--- config.mk ---
export PLATFORM = sky130hd
export DESIGN_NAME = cordic_vectoring
export DESIGN_NICKNAME = d
export VERILOG_FILES = /design/src/rtl/cordic_pkg.sv /design/src/rtl/cordic_vec_iter.sv /design/src/rtl/cordic_vectoring.sv
export SDC_FILE = /design/constraint.sdc
export NUM_CORES = 1
export LEC_CHECK = 0
export CAP_MARGIN = 20
export CELL_PAD_IN_SITES_DETAIL_PLACEMENT = 1
export CELL_PAD_IN_SITES_GLOBAL_PLACEMENT = 1
export CORE_MARGIN = 2
export CORE_UTILIZATION = 49
export DETAILED_ROUTE_END_ITERATION = 10
export PLACE_DENSITY_LB_ADDON = 0.1
export SYNTH_ARGS = -nofsm -noshare
export SYNTH_HDL_FRONTEND = slang
export SYNTH_SLANG_ARGS = --single-unit
--- constraint.sdc ---
create_clock -name Clk -period 8.4 [get_ports Clk]
set_input_delay 1.68 -clock Clk [delete_from_list [all_inputs] [get_ports Clk]]
set_output_delay 1.68 -clock Clk [all_outputs]
set_load 0.05 [all_outputs]
--- src/rtl/cordic_pkg.sv ---
// Shared constants for the vectoring CORDIC: defaults, arctangent table,
// gain-compensation constant and FSM state encoding.
package cordic_pkg;

    localparam int unsigned WIDTH_DEF = 16;
    localparam int unsigned ITER_DEF  = 16;
    localparam int unsigned GUARD_DEF = 2;

    // 1/K for 16 micro-rotations, Q0.16 (0.607253).
    localparam int KINV = 39797;

    typedef enum logic [1:0] {
        S_IDLE    = 2'd0,
        S_ITERATE = 2'd1,
        S_SCALE   = 2'd2
    } state_t;

    // atan(2^-idx) as a binary angle, 32768 LSB = pi, rounded.
    function automatic logic [15:0] atan_lut(input int unsigned idx);
        logic [15:0] v;
        case (idx)
            0:       v = 16'd8192;
            1:       v = 16'd4836;
            2:       v = 16'd2555;
            3:       v = 16'd1297;
            4:       v = 16'd651;
            5:       v = 16'd326;
            6:       v = 16'd163;
            7:       v = 16'd81;
            8:       v = 16'd41;
            9:       v = 16'd20;
            10:      v = 16'd10;
            11:      v = 16'd5;
            12:      v = 16'd3;
            13:      v = 16'd1;
            14:      v = 16'd1;
            default: v = 16'd0;
        endcase
        return v;
    endfunction

endpackage

--- src/rtl/cordic_vec_iter.sv ---
// One combinational vectoring micro-rotation: steers y toward zero and
// accumulates the rotated angle in z.
module cordic_vec_iter
    import cordic_pkg::*;
#(
    parameter int unsigned XW = 18,
    parameter int unsigned ZW = 16,
    parameter int unsigned IW = 4
) (
    input  logic signed [XW-1:0] i_x,
    input  logic signed [XW-1:0] i_y,
    input  logic        [ZW-1:0] i_z,
    input  logic        [IW-1:0] i_i,
    output logic signed [XW-1:0] o_x,
    output logic signed [XW-1:0] o_y,
    output logic        [ZW-1:0] o_z
);

    logic signed [XW-1:0] w_xs;
    logic signed [XW-1:0] w_ys;
    logic        [ZW-1:0] w_atan;

    assign w_xs   = i_x >>> i_i;
    assign w_ys   = i_y >>> i_i;
    // Table is in 16-bit binary-angle units.
    assign w_atan = ZW'(atan_lut(32'(i_i)));

    // Rotate against the sign of y; z wraps modulo 2^ZW by design.
    always_comb begin
        if (!i_y[XW-1]) begin
            o_x = i_x + w_ys;
            o_y = i_y - w_xs;
            o_z = i_z + w_atan;
        end else begin
            o_x = i_x - w_ys;
            o_y = i_y + w_xs;
            o_z = i_z - w_atan;
        end
    end

endmodule

--- src/rtl/cordic_vectoring.sv ---
// Iterative vectoring CORDIC: (X, Y) -> gain-compensated magnitude and
// binary angle atan2(Y, X), one micro-rotation per clock.
module cordic_vectoring
    import cordic_pkg::*;
#(
    parameter int unsigned WIDTH = WIDTH_DEF,
    parameter int unsigned ITER  = ITER_DEF,
    parameter int unsigned GUARD = GUARD_DEF
) (
    input  logic             Clk,
    input  logic             Rst,
    input  logic             Start,
    input  logic [WIDTH-1:0] X_in,
    input  logic [WIDTH-1:0] Y_in,
    output logic             Ready,
    output logic             Valid_out,
    output logic [WIDTH-1:0] Magnitude,
    output logic [WIDTH-1:0] Angle
);

    localparam int unsigned XW = WIDTH + GUARD;
    localparam int unsigned IW = (ITER > 1) ? $clog2(ITER) : 1;
    localparam int unsigned PW = XW + 18;

    localparam logic [IW-1:0]           LAST      = IW'(ITER - 1);
    localparam logic [WIDTH-1:0]        Z_PI      = {1'b1, {(WIDTH-1){1'b0}}};
    localparam logic [WIDTH-1:0]        MAG_MAX   = {1'b0, {(WIDTH-1){1'b1}}};
    localparam logic signed [PW-1:0]    MAG_MAX_P = PW'(MAG_MAX);

    state_t r_state;
    state_t w_next;

    logic signed [XW-1:0] r_x;
    logic signed [XW-1:0] r_y;
    logic [WIDTH-1:0]     r_z;
    logic [IW-1:0]        r_i;
    logic [WIDTH-1:0]     r_mag;
    logic [WIDTH-1:0]     r_ang;
    logic                 r_valid;

    logic                 w_ready;
    logic                 w_accept;
    logic signed [XW-1:0] w_x_ext;
    logic signed [XW-1:0] w_y_ext;
    logic signed [XW-1:0] w_x_step;
    logic signed [XW-1:0] w_y_step;
    logic [WIDTH-1:0]     w_z_step;
    logic signed [PW-1:0] w_prod;
    logic signed [PW-1:0] w_m;
    logic [WIDTH-1:0]     w_mag_sat;

    assign w_x_ext  = XW'($signed(X_in));
    assign w_y_ext  = XW'($signed(Y_in));
    assign w_accept = Start && w_ready;

    cordic_vec_iter #(
        .XW (XW),
        .ZW (WIDTH),
        .IW (IW)
    ) u_iter (
        .i_x (r_x),
        .i_y (r_y),
        .i_z (r_z),
        .i_i (r_i),
        .o_x (w_x_step),
        .o_y (w_y_step),
        .o_z (w_z_step)
    );

    assign w_prod = PW'(r_x) * $signed(PW'(KINV));
    assign w_m    = w_prod >>> 16;

    // Clamp the scaled magnitude into [0, 2^(WIDTH-1)-1].
    always_comb begin
        w_mag_sat = '0;
        if (w_m[PW-1]) begin
            w_mag_sat = '0;
        end else if (w_m > MAG_MAX_P) begin
            w_mag_sat = MAG_MAX;
        end else begin
            w_mag_sat = w_m[WIDTH-1:0];
        end
    end

    // State register.
    always_ff @(posedge Clk) begin
        if (Rst) begin
            r_state <= S_IDLE;
        end else begin
            r_state <= w_next;
        end
    end

    // Next-state and handshake decode.
    always_comb begin
        w_next  = r_state;
        w_ready = 1'b0;
        case (r_state)
            S_IDLE: begin
                w_ready = 1'b1;
                if (Start) begin
                    w_next = S_ITERATE;
                end
            end
            S_ITERATE: begin
                if (r_i == LAST) begin
                    w_next = S_SCALE;
                end
            end
            S_SCALE: begin
                w_next = S_IDLE;
            end
            default: begin
                w_next = S_IDLE;
            end
        endcase
    end

    // Datapath: operand load with quadrant pre-rotation, iteration, scaling.
    always_ff @(posedge Clk) begin
        if (Rst) begin
            r_x     <= '0;
            r_y     <= '0;
            r_z     <= '0;
            r_i     <= '0;
            r_mag   <= '0;
            r_ang   <= '0;
            r_valid <= 1'b0;
        end else begin
            r_valid <= 1'b0;
            case (r_state)
                S_IDLE: begin
                    if (w_accept) begin
                        r_i <= '0;
                        if (X_in[WIDTH-1]) begin
                            r_x <= -w_x_ext;
                            r_y <= -w_y_ext;
                            r_z <= Z_PI;
                        end else begin
                            r_x <= w_x_ext;
                            r_y <= w_y_ext;
                            r_z <= '0;
                        end
                    end
                end
                S_ITERATE: begin
                    r_x <= w_x_step;
                    r_y <= w_y_step;
                    r_z <= w_z_step;
                    r_i <= r_i + IW'(1);
                end
                S_SCALE: begin
                    r_mag   <= w_mag_sat;
                    r_ang   <= r_z;
                    r_valid <= 1'b1;
                end
                default: begin
                    r_valid <= 1'b0;
                end
            endcase
        end
    end

    assign Ready     = w_ready;
    assign Valid_out = r_valid;
    assign Magnitude = r_mag;
    assign Angle     = r_ang;

endmodule

==> impl_summary.txt, run 1 <==
----------------------------------------------------
[Status]
  Outcome ... completed

[Finish]
  Final standard cell utilization of the core ... 53.61%
  Number of diodes ... 0
  Share of final-layout standard cells stronger than drive strength 1 ... 5.882%
  Area growth, synth to finish ... 8.439%
  Number of nets in the layout ... 2189

[GRT]
  Total GRT Usage ... 29.10%
  Wire length of the first global-routing pass ... 75560 um
  M3 GR Usage ... 3.871%
  Fraction of met2 tracks used by global routing ... 49.18%
  Maximum number of pins on one net before global-route repair ... 64
  Vias in the first global route ... 13.83k
  Global routing usage on met1 ... 39.77%
  Grt ovf ... 0
  Initial antenna violation count ... 0
  Highest-utilization routing layer at the global route stage ... met2

[Drt]
  Detail Route Antenna Nets ... 0
  Iteration-0 DRC count of the detailed router ... 854
  Via density per instance ... 5.882
  Routed via count ... 13.07k
  Post-detailed-route wirelength per cell ... 20.76 um
  Post-Route WL ... 46110 um
  Remaining DRCs ... 0
  First drt pass iteration count ... 5

[Power and ir drop]
  Static leakage power ... 7.569 nW
  VDD IR-drop max ... 0.7011 mV
  Pwr dens ... 443.9 nW/um^2

[Placement]
  Final weighted congestion of routability-driven global placement ... 0.9039
  DPL Wire Length ... 37190 um
  Buffers on Ports ... 68

[Synth]
  Sequential area share after synthesis ... 13.58%
  Synthesized Nets ... 2168
  Syn Area/Cell ... 8.628 um^2
  Netlist Area Pre-Place ... 15480 um^2
  EDFF count, synth ... 0
  Number of distinct library cells after synthesis ... 66
  Synth warnings ... 0
  Number of cells produced by synthesis ... 1794
  Dominant synthesized flop cell ... sky130_fd_sc_hd__dfxtp_1
  Synthesized flop and latch total ... 105
  Fraction of synthesis flops using an asynchronous set or reset pin ... 0%

[CTS]
  CTS clk-pin slew, worst paths ... 0.08 ns
  Clock buffers created by TritonCTS ... 9
  Clock Path Buffers ... 2
  Number of clock sinks ... 105
  Post_cts resized ... 0
  Clock tree root driver cell ... sky130_fd_sc_hd__clkbuf_16
  Number of setup buffers added after CTS ... 0
  Number of buffers added to fix hold violations after cts ... 0
  Clock latency reported for the late side of the worst-skew pair ... 0.38 ns
  Clock tree from TritonCTS ... built
  H-tree Lvls ... 3

[STA]
  Final setup violation count ... 0
  Time the worst path needs with I/O delays and setup ... 7.313 ns
  Number of hold violations in the final report ... 0
  FMAX ... 136.7 MHz
  Maximum clock skew at final layout ... 0.006287 ns
  Crit share post-route ... 87.07%
  Total negative setup slack ... 0 ns
  Number of max-slew violations in the final report ... 0
  RSZ-0062 raised after global routing ... no
  Least-Margin Pin Slew ... 1.058 ns
  Tightest slew margin relative to the limit ... 29.45%

[Setup path]
  Depth of the most critical reg-to-reg path ... 20
  Kind of end point of the critical path ... flop
  RR Startpoint ... r_x[8]$_SDFFE_PP0P_
  Setup slack of the most critical reg-to-reg path ... 1.09 ns
  Endpoint of the worst register-to-register path ... Magnitude[9]$_SDFFE_PP0P_
  Setup crit start kind ... flop
  Arrival time worst endpoint ... 7.62 ns
  WP data required ... 8.70 ns
  Critical path peak fanout ... 15
  Classification of the worst setup path ... flop to flop
  Source of the critical timing path ... r_x[8]$_SDFFE_PP0P_

[Worst hold path]
  Endpoint of the worst hold-timing path ... Angle[7]$_SDFFE_PP0P_
  Min-delay src ... Angle[7]$_SDFFE_PP0P_
  Type of the most critical hold path ... flop to flop
  Cell depth of the worst min-delay path ... 2

[Floorplanning]
  Floorplan die area ... 33030 um^2
  Effective utilization at floorplan ... 49.43%
  Rows ... 65
  Height of the chip ... 181.7 um
  I/O pins ... 69
  Die W ... 181.7 um
  Core region area ... 31310 um^2

[Run]
  Maxcap violations ... 0

----------------------------------------------------
## state kept, by name, summed over array words and instances (netlist names)
name / flops
Valid_out: 1
r_x: 18
r_i: 4
r_z: 16
r_y: 18
Magnitude: 16
r_state: 2
u_iter.w_atan: 14
Angle: 16
## worst max-delay path, cell delays in order, from the launching register on
cell and delay [ns]:
sky130_fd_sc_hd__dfxtp_1 0.69, sky130_fd_sc_hd__ha_1 0.39, sky130_fd_sc_hd__inv_1 0.10, sky130_fd_sc_hd__fa_1 0.43, sky130_fd_sc_hd__fa_1 0.53, sky130_fd_sc_hd__inv_1 0.05, sky130_fd_sc_hd__fa_1 0.46, sky130_fd_sc_hd__fa_1 0.54
sky130_fd_sc_hd__inv_1 0.05, sky130_fd_sc_hd__fa_1 0.53, sky130_fd_sc_hd__inv_1 0.04, sky130_fd_sc_hd__ha_1 0.32, sky130_fd_sc_hd__a21o_1 0.19, sky130_fd_sc_hd__a211oi_1 0.16, sky130_fd_sc_hd__o21ai_0 0.26, sky130_fd_sc_hd__a211o_1 0.37
sky130_fd_sc_hd__a31oi_1 0.47, sky130_fd_sc_hd__o211ai_1 0.26, sky130_fd_sc_hd__a311oi_2 0.93, sky130_fd_sc_hd__o211ai_1 0.23, sky130_fd_sc_hd__a21oi_1 0.22
## report_power, final
part / switching [mW] / internal, mW / total (mW)
registers: 0.139 / 0.550 / 0.689
logic: 3.70 / 2.63 / 6.33
clock network: 0.225 / 0.205 / 0.430
## synth_stat cells, types with 17 or more instances
library cell | instances | share of area (%)
sky130_fd_sc_hd__inv_1 | 275 | 6.7
sky130_fd_sc_hd__ha_1 | 202 | 16
sky130_fd_sc_hd__nand2_1 | 144 | 3.5
sky130_fd_sc_hd__a21oi_1 | 138 | 4.5
sky130_fd_sc_hd__fa_1 | 137 | 18
sky130_fd_sc_hd__nor2_1 | 124 | 3.0
sky130_fd_sc_hd__dfxtp_1 | 105 | 14
sky130_fd_sc_hd__xnor2_1 | 68 | 3.8
sky130_fd_sc_hd__o21ai_0 | 60 | 1.9
sky130_fd_sc_hd__clkbuf_1 | 57 | 1.4
sky130_fd_sc_hd__xor2_1 | 50 | 2.8
sky130_fd_sc_hd__mux4_2 | 48 | 7.0
sky130_fd_sc_hd__nor3_1 | 38 | 1.2
sky130_fd_sc_hd__o211ai_1 | 35 | 1.7
sky130_fd_sc_hd__mux2i_1 | 26 | 1.7
sky130_fd_sc_hd__nand2b_1 | 20 | 0.81
sky130_fd_sc_hd__nand3_1 | 17 | 0.55
sky130_fd_sc_hd__o31ai_1 | 17 | 0.82
sky130_fd_sc_hd__or3_1 | 17 | 0.69
## cell usage in the layout, fill, tap and decap left out, types with 16 or more instances in the layout
master	count
sky130_fd_sc_hd__a21oi_1	138
sky130_fd_sc_hd__nand2b_1	19
sky130_fd_sc_hd__inv_1	275
sky130_fd_sc_hd__o211ai_1	35
sky130_fd_sc_hd__nor3_1	38
sky130_fd_sc_hd__dfxtp_1	102
sky130_fd_sc_hd__o21ai_0	60
sky130_fd_sc_hd__xor2_1	50
sky130_fd_sc_hd__mux4_2	48
sky130_fd_sc_hd__buf_4	17
sky130_fd_sc_hd__clkdlybuf4s50_1	67
sky130_fd_sc_hd__xnor2_1	68
sky130_fd_sc_hd__ha_1	202
sky130_fd_sc_hd__nand2_1	144
sky130_fd_sc_hd__mux2i_1	26
sky130_fd_sc_hd__o31ai_1	17
sky130_fd_sc_hd__nand3_1	17
sky130_fd_sc_hd__a211oi_1	16
sky130_fd_sc_hd__nor2_1	123
sky130_fd_sc_hd__or3_1	17
sky130_fd_sc_hd__fa_1	137
## kinds of logic (layout without fill, tap and decap cells)
| logic type | after synthesis | count (layout) | synth area share [%] |
|---|---|---|---|
| and+or+nand+nor | 427 | 427 | 12.72 |
| AOI/OAI and AO/OA | 372 | 372 | 15.12 |
| buffers and inverters | 351 | 376 | 8.609 |
| adders and majority gates | 339 | 339 | 34.05 |
| xor gates and xnor gates | 118 | 118 | 6.677 |
| DFF | 105 | 105 | 13.58 |
| muxes | 82 | 82 | 9.247 |
## final cells by class
| type | count | area (um^2) |
|---|---|---|
| clock buffer | 9 | 225.2 |
| fill | 3715 | 14530 |
| multi-input combinational | 1338 | 12060 |
| timing repair buffer | 84 | 798.3 |
| tap | 402 | 503.0 |
| sequential | 105 | 2106 |
| inverter | 277 | 1040 |
| clock inverter | 6 | 52.55 |
## worst max-delay path by stage
stage                                      end  slack (ns)  cells past startpoint
floorplan           Magnitude[10]$_SDFFE_PP0P_        1.91                     20
global placement    Magnitude[13]$_SDFFE_PP0P_        1.20                     21
detailed placement  Magnitude[13]$_SDFFE_PP0P_        1.02                     21
CTS                 Magnitude[13]$_SDFFE_PP0P_         1.0                     21
global route         Magnitude[9]$_SDFFE_PP0P_        0.56                     20
finish               Magnitude[9]$_SDFFE_PP0P_        1.09                     20
## layer usage
layer	vias up	wire length, um	part of all wire, %
met4	0	848	1.8
li1	6162	-	-
met1	6620	21110	46
met2	235	22660	49
met5	-	0	0
met3	48	1493	3.2
## through the flow
step | instance area, um^2 | setup slack (ns) | power, mW | hold WS [ns] | std cells
finish | 16780 | 1.087 | 7.450 | 0.4614 | 2221
CTS | 16780 | 0.9984 | 7.521 | 0.4652 | 2220
global placement | 16500 | 1.196 | 6.835 | 0.4439 | 2205
global route | 16780 | 0.5594 | 8.438 | 0.4848 | 2221
detailed placement | 16500 | 1.020 | 7.017 | 0.4509 | 2205
floorplan | 15480 | 1.912 | 5.344 | 0.4453 | 1794
Power figures use the tool's default switching activity.
==> inputs of run 2 (changes only) <==
--- a/config.mk
+++ b/config.mk
@@ -5,7 +5,6 @@
 export SDC_FILE = /design/constraint.sdc
 export NUM_CORES = 1
 export LEC_CHECK = 0
-export CAP_MARGIN = 20
 export CELL_PAD_IN_SITES_DETAIL_PLACEMENT = 1
 export CELL_PAD_IN_SITES_GLOBAL_PLACEMENT = 1
 export CORE_MARGIN = 2
==> run 2 against run 1 <==
  * Worst hold slack got worse by 0.0011 ns
  * Wire length increased by 0.23%
  * Critical path type unchanged
  * Total power grew 0.24%
  * Largest cell class unchanged
  * Non-clock buffer count shrank 1
  * Highest routed layer unchanged
==> impl_summary.txt, run 2 (synthesized netlist as in run 1, its figures left out) <==
----------------------------------------------------
[Status]
  Outcome ... completed

[Setup path]
  Cell type group with the largest total delay on the critical path ... adder cells
  Cells along the critical path ... ha_1 -> inv_1 -> fa_1 -> fa_1 -> inv_1 -> fa_1 -> fa_1 -> inv_1 -> fa_1 -> inv_1 -> ha_1 -> a21o_1 -> a211oi_1 -> o21ai_0 -> a211o_1 -> a31oi_1 -> o21a_1 -> a2111oi_0 -> xnor2_1 -> nand2_1 -> a221oi_1
  Depth of the most critical reg-to-reg path ... 21 (+5.0%)
  Cell type of the slowest stage on the worst timing path ... sky130_fd_sc_hd__xnor2_1
  Number of logic stages on the critical path including buffering ... 21 (+5.0%)
  Endpoint of the worst register-to-register path ... Magnitude[13]$_SDFFE_PP0P_
  RR Startpoint ... r_x[8]$_SDFFE_PP0P_
  Setup crit start kind ... flop
  Source of the critical timing path ... r_x[8]$_SDFFE_PP0P_
  Kind of end point of the critical path ... flop
  Timing endpoint of the critical path ... Magnitude[13]$_SDFFE_PP0P_
  Critical path peak fanout ... 14 (-1)
  Critical path's largest stage delay ... 0.88 ns (-0.05 ns)
  WP data required ... 8.69 ns (about the same)
  Arrival time worst endpoint ... 7.70 ns (+0.08 ns)
  Critical path buffers and inverters ... 4 (unchanged)
  Most frequent CP cell ... sky130_fd_sc_hd__fa_1
  Setup slack of the most critical reg-to-reg path ... 0.98 ns (-0.10 ns)
  Classification of the worst setup path ... flop to flop

[CTS]
  Clock Path Buffers ... 2 (unchanged)
  Clock latency reported for the late side of the worst-skew pair ... 0.38 ns (about the same)
  Clock tree root driver cell ... sky130_fd_sc_hd__clkbuf_16
  Number of clock sinks ... 105 (unchanged)
  Clock tree from TritonCTS ... built
  Number of setup buffers added after CTS ... 0 (unchanged)
  CTS clk-pin slew, worst paths ... 0.08 ns (about the same)
  H-tree Lvls ... 3 (unchanged)
  Number of buffers added to fix hold violations after cts ... 0 (unchanged)
  Post_cts resized ... 0 (unchanged)
  Clock buffers created by TritonCTS ... 9 (unchanged)

[STA]
  Time the worst path needs with I/O delays and setup ... 7.417 ns (+0.1032 ns)
  Final setup violation count ... 0 (unchanged)
  Tightest slew margin relative to the limit ... 26.18% (-3.3 points)
  Number of max-slew violations in the final report ... 0 (unchanged)
  WHS ... 0.4603 ns (-0.001086 ns)
  Least-Margin Pin Slew ... 1.099 ns (+0.04107 ns)
  FMAX ... 134.8 MHz (-1.4%)
  Total negative setup slack ... 0 ns (unchanged)
  Crit share post-route ... 88.29% (+1.2 points)
  Number of hold violations in the final report ... 0 (unchanged)
  RSZ-0062 raised after global routing ... no
  Maximum clock skew at final layout ... 0.005940 ns (-0.0003464 ns)

[Drt]
  First drt pass iteration count ... 5 (unchanged)
  Via density per instance ... 5.892 (+0.16%)
  Detail Route Antenna Nets ... 0 (unchanged)
  Post-Route WL ... 46220 um (+0.23%)
  Iteration-0 DRC count of the detailed router ... 845 (-1.1%)
  Routed via count ... 13.08k (+0.11%)
  Post-detailed-route wirelength per cell ... 20.82 um (+0.28%)
  Remaining DRCs ... 0 (unchanged)

[Power and ir drop]
  Clk network pwr share ... 5.7% (about the same)
  Pwr dens ... 445.1 nW/um^2 (+0.28%)
  VDD IR-drop max ... 0.7060 mV (+0.70%)
  Seq pwr share ... 9.2% (about the same)
  Relative contribution of combinational cells to total power ... 85.0% (about the same)
  Static leakage power ... 7.565 nW (about the same)
  Int Power ... 3.388 mW (about the same)
  Net switching power figure ... 4.080 mW (+0.42%)
  Proportion of total power due to net switching ... 54.63% (+0.10 points)

[GRT]
  Wire length of the first global-routing pass ... 75560 um (unchanged)
  Initial antenna violation count ... 0 (unchanged)
  Vias in the first global route ... 13.83k (unchanged)
  Maximum number of pins on one net before global-route repair ... 64 (unchanged)
  Grt ovf ... 0 (unchanged)
  Total GRT Usage ... 29.10% (unchanged)

[Finish]
  Area of the multi-input gates ... 12060 um^2 (unchanged)
  Number of nets in the layout ... 2188 (-0.046%)
  Sequential cell area in the final layout ... 2106 um^2 (unchanged)
  Top library cells by usage in the layout, fill and taps aside ... sky130_fd_sc_hd__inv_1, sky130_fd_sc_hd__ha_1, sky130_fd_sc_hd__nand2_1
  Area growth, synth to finish ... 8.390% (about the same)
  Top Registers ... r_x x18, r_y x18
  Leading cell type in the layout, fill and taps excluded ... sky130_fd_sc_hd__inv_1
  Number of fill cells ... 3716 (+0.027%)
  Number of diodes ... 0 (unchanged)
  Share of final-layout standard cells stronger than drive strength 1 ... 5.831% (-0.052 points)

[Floorplanning]
  I/O pins ... 69 (unchanged)
  Die W ... 181.7 um (unchanged)
  Height of the chip ... 181.7 um (unchanged)
  Core region area ... 31310 um^2 (unchanged)
  Floorplan die area ... 33030 um^2 (unchanged)
  Rows ... 65 (unchanged)
  Effective utilization at floorplan ... 49.43% (unchanged)

[Placement]
  Final weighted congestion of routability-driven global placement ... 0.9039 (unchanged)
  DPL Wire Length ... 37190 um (unchanged)
  Buffers on Ports ... 68 (unchanged)

[Worst hold path]
  Type of the most critical hold path ... flop to flop

[Run]
  Maxcap violations ... 0 (unchanged)

----------------------------------------------------
## run 2: power by group through the flow
stage / combinational, mW / sequential (mW) / clock [mW]
after floorplan: 4.71 / 0.634 / 0
after global placement: 6.15 / 0.689 / 0
after detailed placement: 6.32 / 0.699 / 0
after CTS: 6.40 / 0.687 / 0.438
after global routing: 7.28 / 0.702 / 0.456
final: 6.35 / 0.690 / 0.429
## run 2: worst min-delay path by stage
stage / start / end / slack [ns] / cells past startpoint
2_1_floorplan: r_z[0]$_SDFFE_PP0P_ / Angle[0]$_SDFFE_PP0P_ / 0.45 / 2
3_3_place_gp: Angle[15]$_SDFFE_PP0P_ / Angle[15]$_SDFFE_PP0P_ / 0.44 / 2
3_5_place_dp: Angle[7]$_SDFFE_PP0P_ / Angle[7]$_SDFFE_PP0P_ / 0.45 / 2
4_1_cts: Angle[7]$_SDFFE_PP0P_ / Angle[7]$_SDFFE_PP0P_ / 0.47 / 2
5_1_grt: Angle[10]$_SDFFE_PP0P_ / Angle[10]$_SDFFE_PP0P_ / 0.48 / 2
6_report: Angle[7]$_SDFFE_PP0P_ / Angle[7]$_SDFFE_PP0P_ / 0.46 / 2
## run 2: final cells by class
class	count	share of cell area, %
clock buffer	9	1.342
clock inverter	6	0.3132
inverter	277	6.197
multi-input combinational	1338	71.88
sequential	105	12.55
tap	402	2.998
timing repair buffer	83	4.713
## run 2: through the flow
step | std cells | cell area (um^2) | power [mW] | setup WS (ns) | utilization [%]
5_1_grt | 2220 | 16780 | 8.437 | 0.5168 | 53.58
3_3_place_gp | 2205 | 16500 | 6.835 | 1.196 | 52.70
6_report | 2220 | 16780 | 7.468 | 0.9833 | 53.58
3_5_place_dp | 2205 | 16500 | 7.017 | 1.020 | 52.70
2_1_floorplan | 1794 | 15480 | 5.344 | 1.912 | -
4_1_cts | 2220 | 16780 | 7.521 | 0.9984 | 53.58
## run 2: worst register-to-register path, delay by kind of cell, from the launching register on
family                   cells  cell delay, ns
adder cells (fa/ha/maj)      7            3.20
AND/OR/NAND/NOR              1            0.20
XOR/XNOR                     1            0.88
flip-flops                   1            0.69
buffers and inverters        4            0.24
AO/OA/AOI/OAI                8            2.10
## run 2: per-layer routing
layer | up-vias | routed length, um | track usage [%]
met5 | - | 0 | 0
met3 | 48 | 1518 | 3.871
met4 | 0 | 856 | 6.634
li1 | 6158 | - | -
met1 | 6625 | 21120 | 39.77
met2 | 249 | 22720 | 49.18
==> inputs of run 3 (changes only) <==
--- a/config.mk
+++ b/config.mk
@@ -8,7 +8,7 @@
 export CELL_PAD_IN_SITES_DETAIL_PLACEMENT = 1
 export CELL_PAD_IN_SITES_GLOBAL_PLACEMENT = 1
 export CORE_MARGIN = 2
-export CORE_UTILIZATION = 49
+export CORE_UTILIZATION = 53
 export DETAILED_ROUTE_END_ITERATION = 10
 export PLACE_DENSITY_LB_ADDON = 0.1
 export SYNTH_ARGS = -nofsm -noshare
==> constraint.sdc (replaced) <==
create_clock -name Clk -period 8.65 [get_ports Clk]
set_input_delay 1.73 -clock Clk [delete_from_list [all_inputs] [get_ports Clk]]
set_output_delay 1.73 -clock Clk [all_outputs]
set_load 0.05 [all_outputs]
==> run 3 against run 2 <==
  * Via count up 1.6%
  * Critical path depth unchanged
  * Count of clock-buffer cells in the layout unchanged
  * Sequential share of layout area about the same
  * Register-to-register slack better by 0.15 ns
  * Non-clock buffer count down 1
  * Sequential cell count unchanged
  * Core utilization up 4.9 points
  * Worst hold slack better by 0.0057 ns
==> impl_summary.txt, run 3 (synthesized netlist as in run 1, its figures left out) <==
----------------------------------------------------
[Status]
  Outcome ... completed

[STA]
  Worst setup margin ... 1.138 ns (+0.1549 ns)
  Tightest slew margin relative to the limit ... 25.88% (-0.30 points)
  Time the worst path needs with I/O delays and setup ... 7.512 ns (+0.09510 ns)
  Total negative setup slack ... 0 ns (unchanged)
  Final setup violation count ... 0 (unchanged)
  RSZ-0062 raised after global routing ... no
  Maximum clock skew at final layout ... 0.007864 ns (+0.001924 ns)
  Crit share post-route ... 86.84% (-1.5 points)
  Number of max-slew violations in the final report ... 0 (unchanged)
  FMAX ... 133.1 MHz (-1.3%)
  Least-Margin Pin Slew ... 1.104 ns (+0.004533 ns)
  Number of hold violations in the final report ... 0 (unchanged)

[CTS]
  Clock buffers created by TritonCTS ... 9 (unchanged)
  Post_cts resized ... 0 (unchanged)
  Clock Path Buffers ... 2 (unchanged)
  Number of setup buffers added after CTS ... 0 (unchanged)
  Number of clock sinks ... 105 (unchanged)
  CTS clk-pin slew, worst paths ... 0.09 ns (about the same)
  Clock tree from TritonCTS ... built
  H-tree Lvls ... 3 (unchanged)
  Clock latency reported for the late side of the worst-skew pair ... 0.38 ns (about the same)
  Number of buffers added to fix hold violations after cts ... 0 (unchanged)
  Clock tree root driver cell ... sky130_fd_sc_hd__clkbuf_16

[GRT]
  Initial antenna violation count ... 1 (+1)
  Maximum number of pins on one net before global-route repair ... 93 (+45%)
  Vias in the first global route ... 14.29k (+3.4%)
  Wire length of the first global-routing pass ... 77200 um (+2.2%)
  Global routing usage on met1 ... 42.73% (+3.0 points)
  Total GRT Usage ... 32.06% (+3.0 points)
  Grt ovf ... 0 (unchanged)
  M3 GR Usage ... 4.395% (+0.52 points)
  Highest-utilization routing layer at the global route stage ... met2
  Fraction of met2 tracks used by global routing ... 54.68% (+5.5 points)

[Setup path]
  Cell type of the slowest stage on the worst timing path ... sky130_fd_sc_hd__xnor2_1
  Cells along the critical path ... ha_1 -> inv_1 -> fa_1 -> fa_1 -> fa_1 -> inv_1 -> fa_1 -> inv_1 -> fa_1 -> inv_1 -> ha_1 -> a21o_1 -> a211oi_1 -> o21ai_0 -> a211o_1 -> a31oi_1 -> o21a_1 -> a2111oi_0 -> xnor2_1 -> nand2_1 -> a221oi_1
  Setup slack of the most critical reg-to-reg path ... 1.14 ns (+0.15 ns)
  Classification of the worst setup path ... flop to flop
  Arrival time worst endpoint ... 7.79 ns (+0.09 ns)
  Endpoint of the worst register-to-register path ... Magnitude[13]$_SDFFE_PP0P_
  RR Startpoint ... r_x[6]$_SDFFE_PP0P_
  WP data required ... 8.93 ns (+0.24 ns)
  Source of the critical timing path ... r_x[6]$_SDFFE_PP0P_
  Critical path's largest stage delay ... 0.88 ns (about the same)
  Critical path peak fanout ... 14 (unchanged)
  Most frequent CP cell ... sky130_fd_sc_hd__fa_1
  Depth of the most critical reg-to-reg path ... 21 (unchanged)
  Setup crit start kind ... flop
  Timing endpoint of the critical path ... Magnitude[13]$_SDFFE_PP0P_
  Kind of end point of the critical path ... flop

[Run]
  Maxcap violations ... 0 (unchanged)

[Drt]
  Iteration-0 DRC count of the detailed router ... 804 (-4.9%)
  Remaining DRCs ... 0 (unchanged)
  Post-detailed-route wirelength per cell ... 21.40 um (+2.8%)
  First drt pass iteration count ... 5 (unchanged)
  Routed via count ... 13.29k (+1.6%)
  Post-Route WL ... 47140 um (+2.0%)
  Via density per instance ... 6.032 (+2.4%)
  Detail Route Antenna Nets ... 0 (unchanged)

[Finish]
  Number of fill cells ... 3422 (-7.9%)
  Top Registers ... r_x x18, r_y x18
  Area growth, synth to finish ... 8.496% (about the same)
  Area of the multi-input gates ... 12060 um^2 (unchanged)
  Leading cell type in the layout, fill and taps excluded ... sky130_fd_sc_hd__inv_1
  Top library cells by usage in the layout, fill and taps aside ... sky130_fd_sc_hd__inv_1, sky130_fd_sc_hd__ha_1, sky130_fd_sc_hd__nand2_1
  Sequential cell area in the final layout ... 2106 um^2 (unchanged)
  Share of final-layout standard cells stronger than drive strength 1 ... 5.831% (unchanged)
  Cell area after layout ... 16790 um^2 (about the same)
  Number of nets in the layout ... 2187 (-0.046%)

[Placement]
  Final weighted congestion of routability-driven global placement ... 0.9079 (+0.44%)
  Area after DPL ... 16470 um^2 (-0.18%)
  Buffers on Ports ... 68 (unchanged)
  DPL Wire Length ... 37410 um (+0.58%)
  Worst slack at placement ... 1.269 ns (+0.2485 ns)

[Floorplanning]
  Floorplan die area ... 30590 um^2 (-7.4%)
  Rows ... 62 (-4.6%)
  I/O pins ... 69 (unchanged)
  Height of the chip ... 174.9 um (-3.8%)
  Core region area ... 28700 um^2 (-8.3%)
  Effective utilization at floorplan ... 53.93% (+4.5 points)
  Die W ... 174.9 um (-3.8%)

[Worst hold path]
  Type of the most critical hold path ... flop to flop

----------------------------------------------------
-- run 3: changes by cell type in the layout (fill, tap and decap cells not counted), sizes merged --
cell      before  now
clkinvlp       1    0
diode          0    1
buf           16   15
inv          278  279
clkinv         4    5
-- run 3: layout make-up --
type	instances	share of cell area, %
Multi-Input combinational cell	1338	71.81
Sequential cell	105	12.54
Inverter	277	6.191
Timing Repair Buffer	82	4.664
Tap cell	384	2.861
Clock buffer	9	1.341
Clock inverter	7	0.5737
Antenna cell	1	0.01490
-- run 3: how the worst min path moves through the flow --
stage | end | slack [ns] | start | depth (start not counted)
3_5_place_dp | Angle[0]$_SDFFE_PP0P_ | 0.45 | Angle[0]$_SDFFE_PP0P_ | 2
3_3_place_gp | Angle[13]$_SDFFE_PP0P_ | 0.44 | Angle[13]$_SDFFE_PP0P_ | 2
5_1_grt | Angle[14]$_SDFFE_PP0P_ | 0.50 | Angle[14]$_SDFFE_PP0P_ | 2
6_report | Angle[0]$_SDFFE_PP0P_ | 0.47 | Angle[0]$_SDFFE_PP0P_ | 2
4_1_cts | Angle[12]$_SDFFE_PP0P_ | 0.47 | Angle[12]$_SDFFE_PP0P_ | 2
2_1_floorplan | Angle[0]$_SDFFE_PP0P_ | 0.45 | r_z[0]$_SDFFE_PP0P_ | 2
-- run 3: routing by layer --
layer	vias to the layer above	part of all wire, %
met1	6737	43
met3	61	4.9
met4	0	2.4
li1	6152	-
met5	-	0
met2	339	50
-- run 3: through the flow --
stage / utilization (%) / hold slack [ns] / instances
6_report: 58.51 / 0.4660 / 2203
5_1_grt: 58.50 / 0.4966 / 2202
4_1_cts: 58.50 / 0.4654 / 2202
3_5_place_dp: 57.38 / 0.4529 / 2186
3_3_place_gp: 57.38 / 0.4436 / 2186
2_1_floorplan: - / 0.4453 / 1794
-- run 3: critical path, delay by kind of cell (launching register included) --
kind | cells | cell delay [ns]
fa+ha+maj | 7 | 3.19
compound gates | 8 | 2.16
xor+xnor | 1 | 0.88
flops | 1 | 0.70
buf+inv | 4 | 0.27
simple gates | 1 | 0.19
Power of run 3 is not shown: default switching activity piles up to over one toggle a cycle in this logic, so the estimate is an artifact.
